[src/rtl/mul4_seq_scheduler.sv]
// Sequential 2W x 2W -> 4W unsigned multiplier built from one shared W x W multiplier.
// Four partial products are accumulated over four cycles; the result is held until consumed.
module mul4_seq_scheduler #(
  parameter int W     = 16,
  parameter int CNT_W = 8
) (
  input  logic             clk,
  input  logic             rst,
  input  logic [W-1:0]     a1,
  input  logic [W-1:0]     a0,
  input  logic [W-1:0]     b1,
  input  logic [W-1:0]     b0,
  input  logic             in_valid,
  output logic             in_ready,
  output logic [W-1:0]     y3,
  output logic [W-1:0]     y2,
  output logic [W-1:0]     y1,
  output logic [W-1:0]     y0,
  output logic             out_valid,
  input  logic             out_ready,
  output logic [CNT_W-1:0] op_count
);

  typedef enum logic [1:0] {IDLE, MUL, DONE} state_t;

  state_t             state_q, state_d;
  logic [1:0]         step_q, step_d;
  logic [W-1:0]       a1_q, a1_d, a0_q, a0_d, b1_q, b1_d, b0_q, b0_d;
  logic [4*W-1:0]     acc_q, acc_d;
  logic [4*W-1:0]     y_q, y_d;
  logic [CNT_W-1:0]   cnt_q, cnt_d;

  logic [W-1:0]       mul_x, mul_y;
  logic [2*W-1:0]     pp;
  logic [4*W-1:0]     pp_shift;
  logic [4*W-1:0]     acc_sum;

  // Operand selection follows the step: x picks a1 on steps 2/3, y picks b1 on steps 1/3.
  always_comb begin
    mul_x = step_q[1] ? a1_q : a0_q;
    mul_y = step_q[0] ? b1_q : b0_q;
    pp    = {{W{1'b0}}, mul_x} * {{W{1'b0}}, mul_y};
    case (step_q)
      2'd0:    pp_shift = {{(2*W){1'b0}}, pp};
      2'd3:    pp_shift = {pp, {(2*W){1'b0}}};
      default: pp_shift = {{W{1'b0}}, pp, {W{1'b0}}};
    endcase
    acc_sum = acc_q + pp_shift;
  end

  always_comb begin
    state_d = state_q;
    step_d  = step_q;
    a1_d    = a1_q;
    a0_d    = a0_q;
    b1_d    = b1_q;
    b0_d    = b0_q;
    acc_d   = acc_q;
    y_d     = y_q;
    cnt_d   = cnt_q;
    case (state_q)
      IDLE: begin
        if (in_valid) begin
          a1_d    = a1;
          a0_d    = a0;
          b1_d    = b1;
          b0_d    = b0;
          acc_d   = '0;
          step_d  = 2'd0;
          state_d = MUL;
        end
      end
      MUL: begin
        acc_d  = acc_sum;
        step_d = step_q + 2'd1;
        if (step_q == 2'd3) begin
          y_d     = acc_sum;
          state_d = DONE;
        end
      end
      DONE: begin
        if (out_ready) begin
          cnt_d   = cnt_q + {{(CNT_W-1){1'b0}}, 1'b1};
          state_d = IDLE;
        end
      end
      default: state_d = IDLE;
    endcase
  end

  always_ff @(posedge clk or posedge rst) begin
    if (rst) begin
      state_q <= IDLE;
      step_q  <= 2'd0;
      a1_q    <= '0;
      a0_q    <= '0;
      b1_q    <= '0;
      b0_q    <= '0;
      acc_q   <= '0;
      y_q     <= '0;
      cnt_q   <= '0;
    end else begin
      state_q <= state_d;
      step_q  <= step_d;
      a1_q    <= a1_d;
      a0_q    <= a0_d;
      b1_q    <= b1_d;
      b0_q    <= b0_d;
      acc_q   <= acc_d;
      y_q     <= y_d;
      cnt_q   <= cnt_d;
    end
  end

  assign in_ready  = (state_q == IDLE);
  assign out_valid = (state_q == DONE);
  assign y3        = y_q[4*W-1:3*W];
  assign y2        = y_q[3*W-1:2*W];
  assign y1        = y_q[2*W-1:W];
  assign y0        = y_q[W-1:0];
  assign op_count  = cnt_q;

endmodule

[config.mk]
export PLATFORM = sky130hd
export DESIGN_NAME = mul4_seq_scheduler
export DESIGN_NICKNAME = d
export VERILOG_FILES = /design/src/rtl/mul4_seq_scheduler.sv
export SDC_FILE = /design/constraint.sdc
export NUM_CORES = 1
export LEC_CHECK = 0
export CORE_MARGIN = 4
export CORE_UTILIZATION = 66
export DETAILED_ROUTE_END_ITERATION = 8
export PLACE_DENSITY = 0.88
export SKIP_CTS_REPAIR_TIMING = 1
export SLEW_MARGIN = 20
export SYNTH_ARGS = -nofsm -noshare
export SYNTH_HDL_FRONTEND = slang
export SYNTH_SLANG_ARGS = --single-unit
[constraint.sdc]
create_clock -name clk -period 18.6 [get_ports clk]
set_input_delay 3.72 -clock clk [delete_from_list [all_inputs] [get_ports clk]]
set_output_delay 3.72 -clock clk [all_outputs]
set_load 0.05 [all_outputs]
### Yosys cells after proc, flatten, opt, wreduce, memory -nomap -nowiden

Cells that the tools add are included.

* bits in registers: 204
* input port bits: 68
* output and inout port bits: 74
* word-level logic and storage cells: 38

* $add $sub $neg: 3
* $mul: 1
* eq/ne operators: 6
* muxes and demuxes: 11
* reduce and logical (&&, ||, !) cells: 8

Operators by type and width (number)
* $pmux W64 S2: 2
* $add A64 B64 Y64: 1
* $mux W64: 1
* $mul A16 B16 Y32: 1
* $mux W16: 2
* $add A8 B1 Y8 const B: 1
* $mux W2: 4
* $reduce_and A2 Y1: 4
* $pmux W2 S3: 1
* $eq A2 B2 Y1 const B: 2
* $logic_not A2 Y1: 2
* $ne A2 B2 Y1 const B: 2
* $pmux W2 S2: 1
* $reduce_and A3 Y1: 1
* $add A2 B1 Y2 const B: 1
* $eq A2 B1 Y1 const B: 1
* $ne A2 B1 Y1 const B: 1
* $reduce_bool A2 Y1: 1

### Longest topological paths before layout

Gate-level depths: netlist of the first run.

* word-level depth: 5
* mapped depth: 40

### Worst setup path after synthesis of the first run

OpenSTA, ideal clock, no wires.

* kind: register to register
* start: register step_q[1]
* end: register y_q[63]
* data arrival time: 9.208 ns
* required time: 18.523 ns
* slack: 9.316 ns
* cell stages (with the launch flop): 39
* clock period less this slack: 9.284 ns
* cell sequence: dfrtp_1 -> clkbuf_1 -> clkbuf_1 -> clkbuf_1 -> mux2i_1 -> nor2_1 -> fa_1 -> inv_1 -> fa_1 -> fa_1 -> fa_1 -> inv_1 -> fa_1 -> inv_1 -> fa_1 -> inv_1 -> ha_1 -> a21oi_1 -> [... 3 more ...] -> o211ai_1 -> nor2_1 -> nor2b_1 -> a21oi_1 -> xnor2_1 -> a22o_1 -> ha_1 -> buf_6 -> a21o_1 -> a21o_1 -> a21o_1 -> a21o_1 -> a221oi_2 -> o21ai_2 -> a41o_1 -> a41o_1 -> xnor3_1 -> o21ai_1

* word-level cells in the longest chain between the ends: 4
* elaborated cells on any way between the ends: 7
* classes of those cells: add/sub: 1; mul: 1; eq/ne: 1; mux: 2; reduce/logical: 2

RTL lines
* start: declaration: RTL line 27 `logic [1:0] step_q, step_d;`
* start signal: assignment: RTL line 104 `step_q <= step_d;`
* $mux W16: RTL line 40 `mul_x = step_q[1] ? a1_q : a0_q;`
* $mul A16 B16 Y32: RTL line 42 `pp = {{W{1'b0}}, mul_x} * {{W{1'b0}}, mul_y};`
* $pmux W64 S2: RTL line 43 `case (step_q)`
* $add A64 B64 Y64: RTL line 48 `acc_sum = acc_q + pp_shift;`
* end signal: assignment: RTL line 110 `y_q <= y_d;`
* end: declaration: RTL line 30 `logic [4*W-1:0] y_q, y_d;`

Parallel ways exist; a longest one is shown, timed or not.
A chain may end at the register's enable or synchronous reset.

### Final worst setup path of the first run

* start: register step_q[1]
* end: register y_q[59]

Same word-level chain as after synthesis.

==> impl_metrics.json, run 1 <==
{
  "synth-compound-area-share_pct": 13.9,
  "yosys.area_share.simple_pct": 14.1,
  "cts.sinks": 204,
  "crit_start": "step_q[1]$_DFFE_PP0P_",
  "dpl_cell_area_sq_mm": 0.0222,
  "crit_type": "reg2reg",
  "cp_slowest_cell": "mux2i_1",
  "post-route-period-util_pct": 57.9,
  "max_stage_delay_ns": 1.01,
  "first_iter_violations": 1546,
  "clk_path_buf_depth": 3,
  "drc": 0,
  "cap_violations": 0,
  "antenna_left": 0,
  "drive_above_1_share_pct": 7.86,
  "portBuffers": 141,
  "diodes": 0,
  "syn-num-nets": 2688,
  "yosysTopAreaCellShare_pct": 24.9,
  "r2r-start": "step_q[1]$_DFFE_PP0P_",
  "wl_met2_mm": 28.0,
  "syn_avg_cell_area_sq_um": 9.09,
  "async_flop_share_pct": 100,
  "arrival_ns": 11.13,
  "hold_class": "reg2reg",
  "grt_pass1_vias": 17700,
  "ff2ff_path_depth": 34,
  "worstPathMaxFanout": 32,
  "ys_seq_area_share_pct": 24.9,
  "rsz0062_at_grt": "false",
  "grt_pass1_wl_mm": 95.2,
  "dr.max_layer_used": "met4",
  "clock_skew_ns": 0.0133,
  "relSlewSlack_pct": 18.3,
  "nNetsFinal": 2784,
  "fmax_ghz": 0.0929,
  "ys.flop_type": "dfrtp_1",
  "syn_inst": 2254,
  "clock_latency_ns": 0.55,
  "dr.pass1.iters": 6,
  "start_kind": "flop",
  "m1WireLength_mm": 24.7,
  "status": "finished clean",
  "cts_tree": "done",
  "min_from": "y_q[38]$_DFFE_PP0P_",
  "synth-warning-count": 0,
  "cts.reportedPaths.clkPinSlew_ns": 0.07,
  "totalNegativeSetupSlack_ns": 0,
  "cp-end-kind": "flop",
  "dp_hpwl_mm": 47.2,
  "grt_max_degree": 135,
  "tightestPinTransition_ns": 1.19,
  "final_hold_viol_count": 0,
  "synth_area_leader_cell": "dfrtp_1",
  "die_w_microns": 184,
  "synth.area.top_cells": "dfrtp_1 25%, fa_1 19%, ha_1 10%",
  "cts_buffers": 24,
  "num_rows": 64,
  "syn2layout_area_growth_pct": 12.3,
  "totalWireLength_mm": 60.2,
  "vias_per_cell": 6.23,
  "finalSetupViolations": 0,
  "die_y_microns": 184,
  "grtUsageTotal_pct": 35.5,
  "synth-edff-count": 0,
  "yosysUniqueCellTypes": 72,
  "cp-endpoint": "y_q[59]$_DFFE_PP0P_",
  "r2r_end": "y_q[59]$_DFFE_PP0P_",
  "met3_length_mm": 5.55,
  "syn-cell-area_sq_mm": 0.0205,
  "grt_overflow": 0,
  "cp.required_ns": 18.97,
  "gp_congestion": 1.01,
  "synth-adder-area-share_pct": 29.5,
  "period_minus_slack_ns": 10.76,
  "fillers": 2213,
  "num_vias": 17200,
  "synth.area.mux_share_pct": 6.84,
  "ys_ff_latch": 204,
  "yosys.area_share.xor_xnor_pct": 4.21,
  "wl_per_cell_microns": 21.8,
  "ioPinCount": 142,
  "reg2reg_slack_ns": 7.84,
  "path_common_cell": "fa_1",
  "core_sq_mm": 0.0306,
  "die_area_sq_mm": 0.0339,
  "h-tree-depth": 1,
  "antenna_found_initial": 0,
  "slew_violations": 0,
  "synth_top_family_by_area": "adder cells",
  "start_util_pct": 67.0,
  "cts-root-buf": "clkbuf_16",
  "design_area_sq_mm": 0.0230
}
[registers in the layout, summed over array words and instances, names as in the netlist]
register / cells
acc_q: 64
y_q: 64
a0_q: 16
a1_q: 16
b0_q: 16
b1_q: 16
op_count: 8
state_q: 2
step_q: 2
[logic make-up (layout without fill, tap and decap cells)]
logic type,after synthesis,in the layout
adder cells (fa/ha/maj),366,366
XOR/XNOR,97,97
flip-flops,204,204
buffers and inverters,349,461
multiplexers,128,128
AND/OR/NAND/NOR,659,659
AO/OA/AOI/OAI,451,451
[synthesized netlist by cell type, types with 3 or more instances]
cell type    n
nand3_1     91
o21bai_1    14
a21oi_1     98
a211oi_1     7
inv_1      259
or2_2        3
and3_1      17
and4_1       3
a21o_1      56
nand2_1    279
o22ai_1      6
nand2b_1    13
nand4b_1     4
xor2_1      36
ha_1       171
o211ai_1     6
nor2_1     172
or3_1        3
a21oi_2      3
nor2b_1     10
nand4_1     14
o21ai_1     13
fa_1       195
buf_2        8
nor3_1      14
a31oi_1     15
o21ai_0    163
o221ai_1     4
a22o_1      24
xnor2_1     60
mux2_2      96
dfrtp_1    204
and2_1      29
mux2i_1     32
a221oi_2     3
clkbuf_1    78
o21a_1       5
[cell type report]
type                       instances  area [sq um]  share of cell area, %
sequential                       204          5100                   22.2
clock inverter                    11           125                  0.544
multi-input combinational       1701         14100                   61.3
inverter                         260           983                   4.27
tap                              396           495                   2.15
clock buffer                      31           657                   2.86
timing repair buffer             159          1550                   6.72
[stage by stage]
step                utilization (%)  setup WS, ns  hold slack (ns)  instances
finish                         75.2          7.84            0.477       2762
global route                   75.2          7.57            0.507       2762
CTS                            75.2          8.13            0.483       2762
detailed placement             72.6          8.25            0.470       2720
global placement               72.6          8.30            0.461       2720
floorplan                         -          9.31            0.453       2254
[critical path, delay by kind of cell, from the launching register on]
kind	cells	cell delay [ns]
buffers and inverters	5	0.65
DFF	1	0.41
and+or+nand+nor	2	0.32
adders and majority gates	8	3.87
muxes	1	1.01
xor gates and xnor gates	2	0.47
AOI/OAI and AO/OA	16	3.81
[routing by layer]
metal  global-route usage, %  vias to the layer above
met5                       0                        -
met4                    10.4                        0
met3                    8.47                      155
met2                    56.7                      818
met1                    48.9                     8507
li1                        -                     7716
[worst min-delay path by stage]
stage | cells past startpoint | to
floorplan | 1 | state_q[0]$_DFFE_PP0P_
global placement | 1 | op_count[7]$_DFFE_PP0P_
detailed placement | 2 | y_q[38]$_DFFE_PP0P_
CTS | 2 | y_q[5]$_DFFE_PP0P_
global route | 2 | y_q[61]$_DFFE_PP0P_
finish | 2 | y_q[38]$_DFFE_PP0P_
[layout by cell type (no fill, tap or decap), types with 4 or more instances in the layout]
cell	n
nand2_1	277
inv_1	258
dfrtp_1	204
fa_1	195
nor2_1	172
ha_1	171
o21ai_0	163
clkdlybuf4s50_1	141
a21oi_1	98
mux2_2	96
nand3_1	91
xnor2_1	60
a21o_1	56
xor2_1	36
mux2i_1	29
and2_1	29
a22o_1	24
clkbuf_16	24
buf_4	18
and3_1	17
a31oi_1	15
nor3_1	14
nand4_1	14
o21bai_1	14
o21ai_1	13
nand2b_1	12
nor2b_1	10
a211oi_1	7
o211ai_1	6
o22ai_1	6
o21a_1	5
clkinv_2	5
o221ai_1	4
nand4b_1	4
clkbuf_1	4
Power of run 1 is left out: the tool's default activity adds up to more than one toggle a clock period on the data nets, which glitch-free logic cannot reach.
==> run 2: changes to the inputs <==
--- a/config.mk
+++ b/config.mk
@@ -6,9 +6,9 @@
 export NUM_CORES = 1
 export LEC_CHECK = 0
 export CORE_MARGIN = 4
-export CORE_UTILIZATION = 66
+export CORE_UTILIZATION = 61
 export DETAILED_ROUTE_END_ITERATION = 8
-export PLACE_DENSITY = 0.88
+export PLACE_DENSITY = 0.82
 export SKIP_CTS_REPAIR_TIMING = 1
 export SLEW_MARGIN = 20
 export SYNTH_ARGS = -nofsm -noshare
==> constraint.sdc (replaced) <==
create_clock -name clk -period 10.98 [get_ports clk]
set_input_delay 2.196 -clock clk [delete_from_list [all_inputs] [get_ports clk]]
set_output_delay 2.196 -clock clk [all_outputs]
set_load 0.05 [all_outputs]
==> run 2 against run 1 <==
  * Non-clock buffer count rose by 10
  * Highest routed layer is now met5
  * Worst setup slack got worse by 7.1 ns
  * Flip-flop and latch count did not move
  * Clock-buffer cell count did not move
  * Register-to-register slack got worse by 7.1 ns
  * First-iteration DRC count fell by 18%
  * Cell count rose by 2.0%
  * Critical path depth rose by 1
  * Core utilization fell by 5.0 points
  * Clock skew rose by 0.0017 ns
  * Die area rose by 7.8%
==> impl_metrics.json, run 2 (synthesized netlist as in run 1, its figures left out) <==
{
  "slew_violations": 0,
  "grt_pass1_wl_mm": 94.3,
  "gp_congestion": 0.992,
  "clock_latency_ns": 0.55,
  "first_iter_violations": 1269,
  "status": "finished clean",
  "tightestPinTransition_ns": 1.09,
  "period_minus_slack_ns": 10.27,
  "rsz0062_at_grt": "false",
  "totalWireLength_mm": 59.4,
  "grtUsageTotal_pct": 32.9,
  "fillers": 2664,
  "path_common_cell": "fa_1",
  "start_kind": "flop",
  "max_stage_delay_ns": 0.73,
  "dr.pass1.iters": 5,
  "die_area_sq_mm": 0.0366,
  "worstHoldPathCells": 2,
  "relSlewSlack_pct": 25.0,
  "cts_buffers": 23,
  "syn2layout_area_growth_pct": 12.7,
  "die_y_microns": 191,
  "fmax_ghz": 0.0974,
  "cts.sinks": 204,
  "worstPathMaxFanout": 28,
  "post-route-period-util_pct": 93.5,
  "grt_pass1_vias": 17500,
  "ioPinCount": 142,
  "grt_max_degree": 127,
  "totalNegativeSetupSlack_ns": 0,
  "nNetsFinal": 2793,
  "diodes": 0,
  "final_cell_mix": "277 x nand2_1, 258 x inv_1, 204 x dfrtp_1, 195 x fa_1, 172 x nor2_1",
  "grt_util_met1_pct": 44.7,
  "wl_per_cell_microns": 21.1,
  "portBuffers": 141,
  "arrival_ns": 10.73,
  "dp_hpwl_mm": 48.0,
  "die_w_microns": 191,
  "layout_commonest_cell": "nand2_1",
  "vias_per_cell": 6.01,
  "cts-root-buf": "clkbuf_16",
  "utilization_pct": 70.2,
  "drc": 0,
  "antenna_found_initial": 1,
  "cap_violations": 0,
  "antenna_left": 0,
  "met2_usage_pct": 51.1,
  "cp.required_ns": 11.44,
  "grt_overflow": 0,
  "finalSetupViolations": 0,
  "num_rows": 66,
  "top_usage_layer": "met2",
  "cts.reportedPaths.clkPinSlew_ns": 0.07,
  "crit_type": "reg2reg",
  "clock_skew_ns": 0.0150,
  "core_sq_mm": 0.0329,
  "cp-end-kind": "flop",
  "h-tree-depth": 1,
  "hold_class": "reg2reg",
  "num_vias": 16900,
  "final_hold_viol_count": 0,
  "cp_slowest_cell": "mux2i_1",
  "use_met3_pct": 9.72,
  "cts_tree": "done",
  "top_regs": "acc_q (64), y_q (64)",
  "ff2ff_path_depth": 35,
  "drive_above_1_share_pct": 8.12,
  "start_util_pct": 62.3,
  "clk_path_buf_depth": 3
}
[run 2: cell types whose count changed in the layout (fill, tap and decap cells not counted), sizes merged]
cell    delta
buf       +10
inv        +2
bufinv     -2
[run 2: metal layers]
layer	part of all wire (%)	up-vias
met5	0.012	-
met2	45	664
met4	3.8	2
li1	-	7761
met1	42	8342
met3	9.1	159
[run 2: area by class of cell]
class                           instances  area (sq um)  area share, %
Multi-Input combinational cell       1701         14100           61.0
Clock inverter                         11          73.8          0.320
Tap cell                              442           553           2.40
Inverter                              260           983           4.26
Clock buffer                           31           646           2.80
Sequential cell                       204          5100           22.1
Timing Repair Buffer                  169          1630           7.08
[run 2: final timing paths]
kind	to	start	slack (ns)
hold reg to reg	y_q[25]$_DFFE_PP0P_	y_q[25]$_DFFE_PP0P_	0.48
setup / recovery	y_q[63]$_DFFE_PP0P_	step_q[1]$_DFFE_PP0P_	0.71
min in group asynchronous	acc_q[10]$_DFFE_PP0P_	rst	2.10
hold / removal	y_q[25]$_DFFE_PP0P_	y_q[25]$_DFFE_PP0P_	0.48
setup reg to reg	y_q[63]$_DFFE_PP0P_	step_q[1]$_DFFE_PP0P_	0.71
max in group asynchronous	b1_q[10]$_DFFE_PP0P_	rst	7.61
[run 2: stage by stage]
| step | hold WS (ns) | setup slack (ns) | std cells | instance area [sq um] |
|---|---|---|---|---|
| 2_1_floorplan | 0.453 | 1.70 | 2254 | 20500 |
| 3_3_place_gp | 0.461 | 1.17 | 2776 | 22300 |
| 3_5_place_dp | 0.470 | 0.909 | 2776 | 22300 |
| 4_1_cts | 0.484 | 0.883 | 2818 | 23100 |
| 5_1_grt | 0.502 | 0.269 | 2818 | 23100 |
| 6_report | 0.480 | 0.709 | 2818 | 23100 |
[run 2: critical path: cells and delay by family, from the launching register on]
family | cells | cell delay (ns)
flops | 1 | 0.55
simple gates | 2 | 0.26
buf+inv | 5 | 0.64
compound gates | 17 | 3.43
mux | 1 | 0.73
xor+xnor | 2 | 0.80
fa+ha+maj | 8 | 3.74
Power of run 2 is left out for the same reason.
==> run 3: changes to the inputs <==
--- a/config.mk
+++ b/config.mk
@@ -5,10 +5,12 @@
 export SDC_FILE = /design/constraint.sdc
 export NUM_CORES = 1
 export LEC_CHECK = 0
+export ABC_AREA = 1
 export CORE_MARGIN = 4
-export CORE_UTILIZATION = 61
+export CORE_UTILIZATION = 62
+export CTS_CLUSTER_DIAMETER = 40
 export DETAILED_ROUTE_END_ITERATION = 8
-export PLACE_DENSITY = 0.82
+export PLACE_DENSITY = 0.83
 export SKIP_CTS_REPAIR_TIMING = 1
 export SLEW_MARGIN = 20
 export SYNTH_ARGS = -nofsm -noshare
==> run 3 against run 2 <==
  * Critical endpoint is now y_q[47]$_DFFE_PP0P_
  * Highest routed layer is now met4
  * Via count is 25% higher
  * Fmax grew 9.0%
  * Non-clock buffer count grew 6
  * Worst hold slack lost 0.0016 ns
  * Sequential share of layout area down 1.5 points
  * Worst setup slack better by 0.85 ns
  * Global-route usage is 6.7 points higher
==> impl_metrics.json, run 3 <==
{
  "r2r-start": "step_q[0]$_DFFE_PP0P_",
  "tightestPinTransition_ns": 0.993,
  "portBuffers": 141,
  "period_minus_slack_ns": 9.42,
  "syn_avg_cell_area_sq_um": 7.20,
  "cp.required_ns": 11.52,
  "cp_slowest_cell": "o21ai_1",
  "grt_pass1_wl_mm": 118,
  "grt_pass1_vias": 22300,
  "yosysTopAreaCellShare_pct": 23.7,
  "cts-root-buf": "clkbuf_16",
  "wl_met2_mm": 35.5,
  "final_cell_mix": "877 x nand2_1, 479 x inv_1, 322 x nor2_1, 202 x dfrtp_1, 195 x fa_1",
  "final_hold_viol_count": 0,
  "antenna_left": 0,
  "synth-warning-count": 0,
  "grt_overflow": 0,
  "dpl_cell_area_sq_mm": 0.0236,
  "crit_buf_inv": 5,
  "dr.pass1.iters": 6,
  "dr.max_layer_used": "met4",
  "met3_length_mm": 6.51,
  "rsz0062_at_grt": "false",
  "hold_class": "reg2reg",
  "cts.reportedPaths.clkPinSlew_ns": 0.06,
  "clock_skew_ns": 0.0236,
  "status": "finished clean",
  "synthTopCellsByCount": "877 x nand2_1, 481 x inv_1, 325 x nor2_1, 204 x dfrtp_1, 195 x fa_1",
  "path_common_cell": "fa_1",
  "ys_seq_area_share_pct": 23.7,
  "async_flop_share_pct": 100,
  "min_from": "a1_q[15]$_DFFE_PP0P_",
  "max_stage_delay_ns": 0.72,
  "start_kind": "flop",
  "synth-edff-count": 0,
  "syn-num-nets": 3431,
  "syn-cell-area_sq_mm": 0.0216,
  "clk_path_buf_depth": 3,
  "setup_ws_ns": 1.56,
  "yosysMostFrequentCell": "nand2_1",
  "synth_area_leader_cell": "dfrtp_1",
  "syn_inst": 2997,
  "finalSetupViolations": 0,
  "cpLargestDelayFamily": "adder cells",
  "totalNegativeSetupSlack_ns": 0,
  "worst_hold_slack_ns": 0.479,
  "totalWireLength_mm": 75.5,
  "post-route-period-util_pct": 85.8,
  "die_y_microns": 195,
  "nNetsFinal": 3569,
  "h-tree-depth": 1,
  "ioPinCount": 142,
  "fillers": 2785,
  "top_regs": "acc_q (64), y_q (64)",
  "slew_violations": 0,
  "clock_latency_ns": 0.60,
  "grt_max_degree": 120,
  "crit_start": "step_q[0]$_DFFE_PP0P_",
  "m1WireLength_mm": 26.9,
  "dp_hpwl_mm": 59.0,
  "place_ws_ns": 1.14,
  "grtUsageTotal_pct": 39.6,
  "cp-end-kind": "flop",
  "ff2ff_path_depth": 31,
  "ys.flop_type": "dfrtp_1",
  "relSlewSlack_pct": 33.7,
  "gp_congestion": 1.08,
  "fmax_ghz": 0.106,
  "cts.sinks": 204,
  "core_sq_mm": 0.0345,
  "die_w_microns": 195,
  "r2r_end": "y_q[47]$_DFFE_PP0P_",
  "arrival_ns": 9.96,
  "start_util_pct": 62.6,
  "cts_buffers": 31,
  "num_rows": 68,
  "wl_per_cell_microns": 20.9,
  "die_area_sq_mm": 0.0379,
  "antenna_found_initial": 1,
  "worstHoldEndpoint": "a1_q[15]$_DFFE_PP0P_",
  "worstPathMaxFanout": 35,
  "drc": 0,
  "cts_tree": "done",
  "first_iter_violations": 1852,
  "ys_ff_latch": 204,
  "reg2reg_slack_ns": 1.56,
  "synth.area.top_cells": "dfrtp_1 24%, fa_1 18%, nand2_1 15%",
  "worstHoldPathCells": 2,
  "yosysUniqueCellTypes": 41,
  "layout_commonest_cell": "nand2_1",
  "cap_violations": 0,
  "crit_type": "reg2reg",
  "vias_per_cell": 5.86,
  "drive_above_1_share_pct": 4.18,
  "num_vias": 21200,
  "design_area_sq_mm": 0.0247,
  "syn2layout_area_growth_pct": 14.5
}
-- run 3: cell count changes in the layout (fill, tap and decap cells not counted), sizes merged, moves of 32 or more --
cell / previous run / this run
a21o: 56 / 10
inv: 262 / 492
mux2: 96 / 0
mux2i: 32 / 0
nand2: 280 / 881
nand3: 91 / 154
nor2: 172 / 331
xnor2: 60 / 25
-- run 3: area by class of cell --
class / instances / area (sq um) / area share [%]
multi-input combinational: 2228 / 14400 / 58.1
antenna: 1 / 2.50 / 0.0101
clock inverter: 22 / 307 / 1.24
tap: 455 / 569 / 2.30
sequential: 204 / 5110 / 20.7
inverter: 495 / 1870 / 7.55
timing repair buffer: 175 / 1670 / 6.76
clock buffer: 36 / 845 / 3.42
-- run 3: worst max-delay path by stage --
| stage | end | slack, ns | depth (start not counted) |
|---|---|---|---|
| finish | y_q[47]$_DFFE_PP0P_ | 1.56 | 31 |
| global route | y_q[47]$_DFFE_PP0P_ | 1.06 | 32 |
| CTS | y_q[47]$_DFFE_PP0P_ | 1.08 | 31 |
| detailed placement | y_q[47]$_DFFE_PP0P_ | 1.14 | 31 |
| global placement | y_q[51]$_DFFE_PP0P_ | 1.26 | 33 |
| floorplan | a0_q[0]$_DFFE_PP0P_ | 3.22 | 1 |
-- run 3: cells by family (layout without fill, tap and decap cells) --
group / Yosys count / count (layout) / synth area share [%]
AO/OA/AOI/OAI: 372 / 372 / 9.47
AND/OR/NAND/NOR: 1436 / 1436 / 26.7
flip-flops: 204 / 204 / 23.7
other: 0 / 1 / 0
buffers and inverters: 565 / 728 / 9.95
adder cells (fa/ha/maj): 366 / 366 / 28.0
XOR/XNOR: 54 / 54 / 2.19
-- run 3: layer usage --
layer	vias to the layer above	track usage [%]
li1	9612	-
met1	10100	47.3
met2	1125	65.3
met3	378	6.79
met4	0	27.7
met5	-	0
-- run 3: worst register-to-register path, delay by kind of cell (launching register included) --
family,cells,cell delay [ns]
adders and majority gates,8,3.90
DFF,1,0.63
xor gates and xnor gates,1,0.42
buffers and inverters,5,0.72
and+or+nand+nor,7,0.92
AOI/OAI and AO/OA,10,2.79
-- run 3: per-stage QoR --
stage / util [%] / instances
2_1_floorplan: - / 2997
3_3_place_gp: 68.4 / 3557
3_5_place_dp: 68.4 / 3557
4_1_cts: 71.7 / 3615
5_1_grt: 71.7 / 3615
6_report: 71.7 / 3616
Power of run 3 is left out for the same reason.
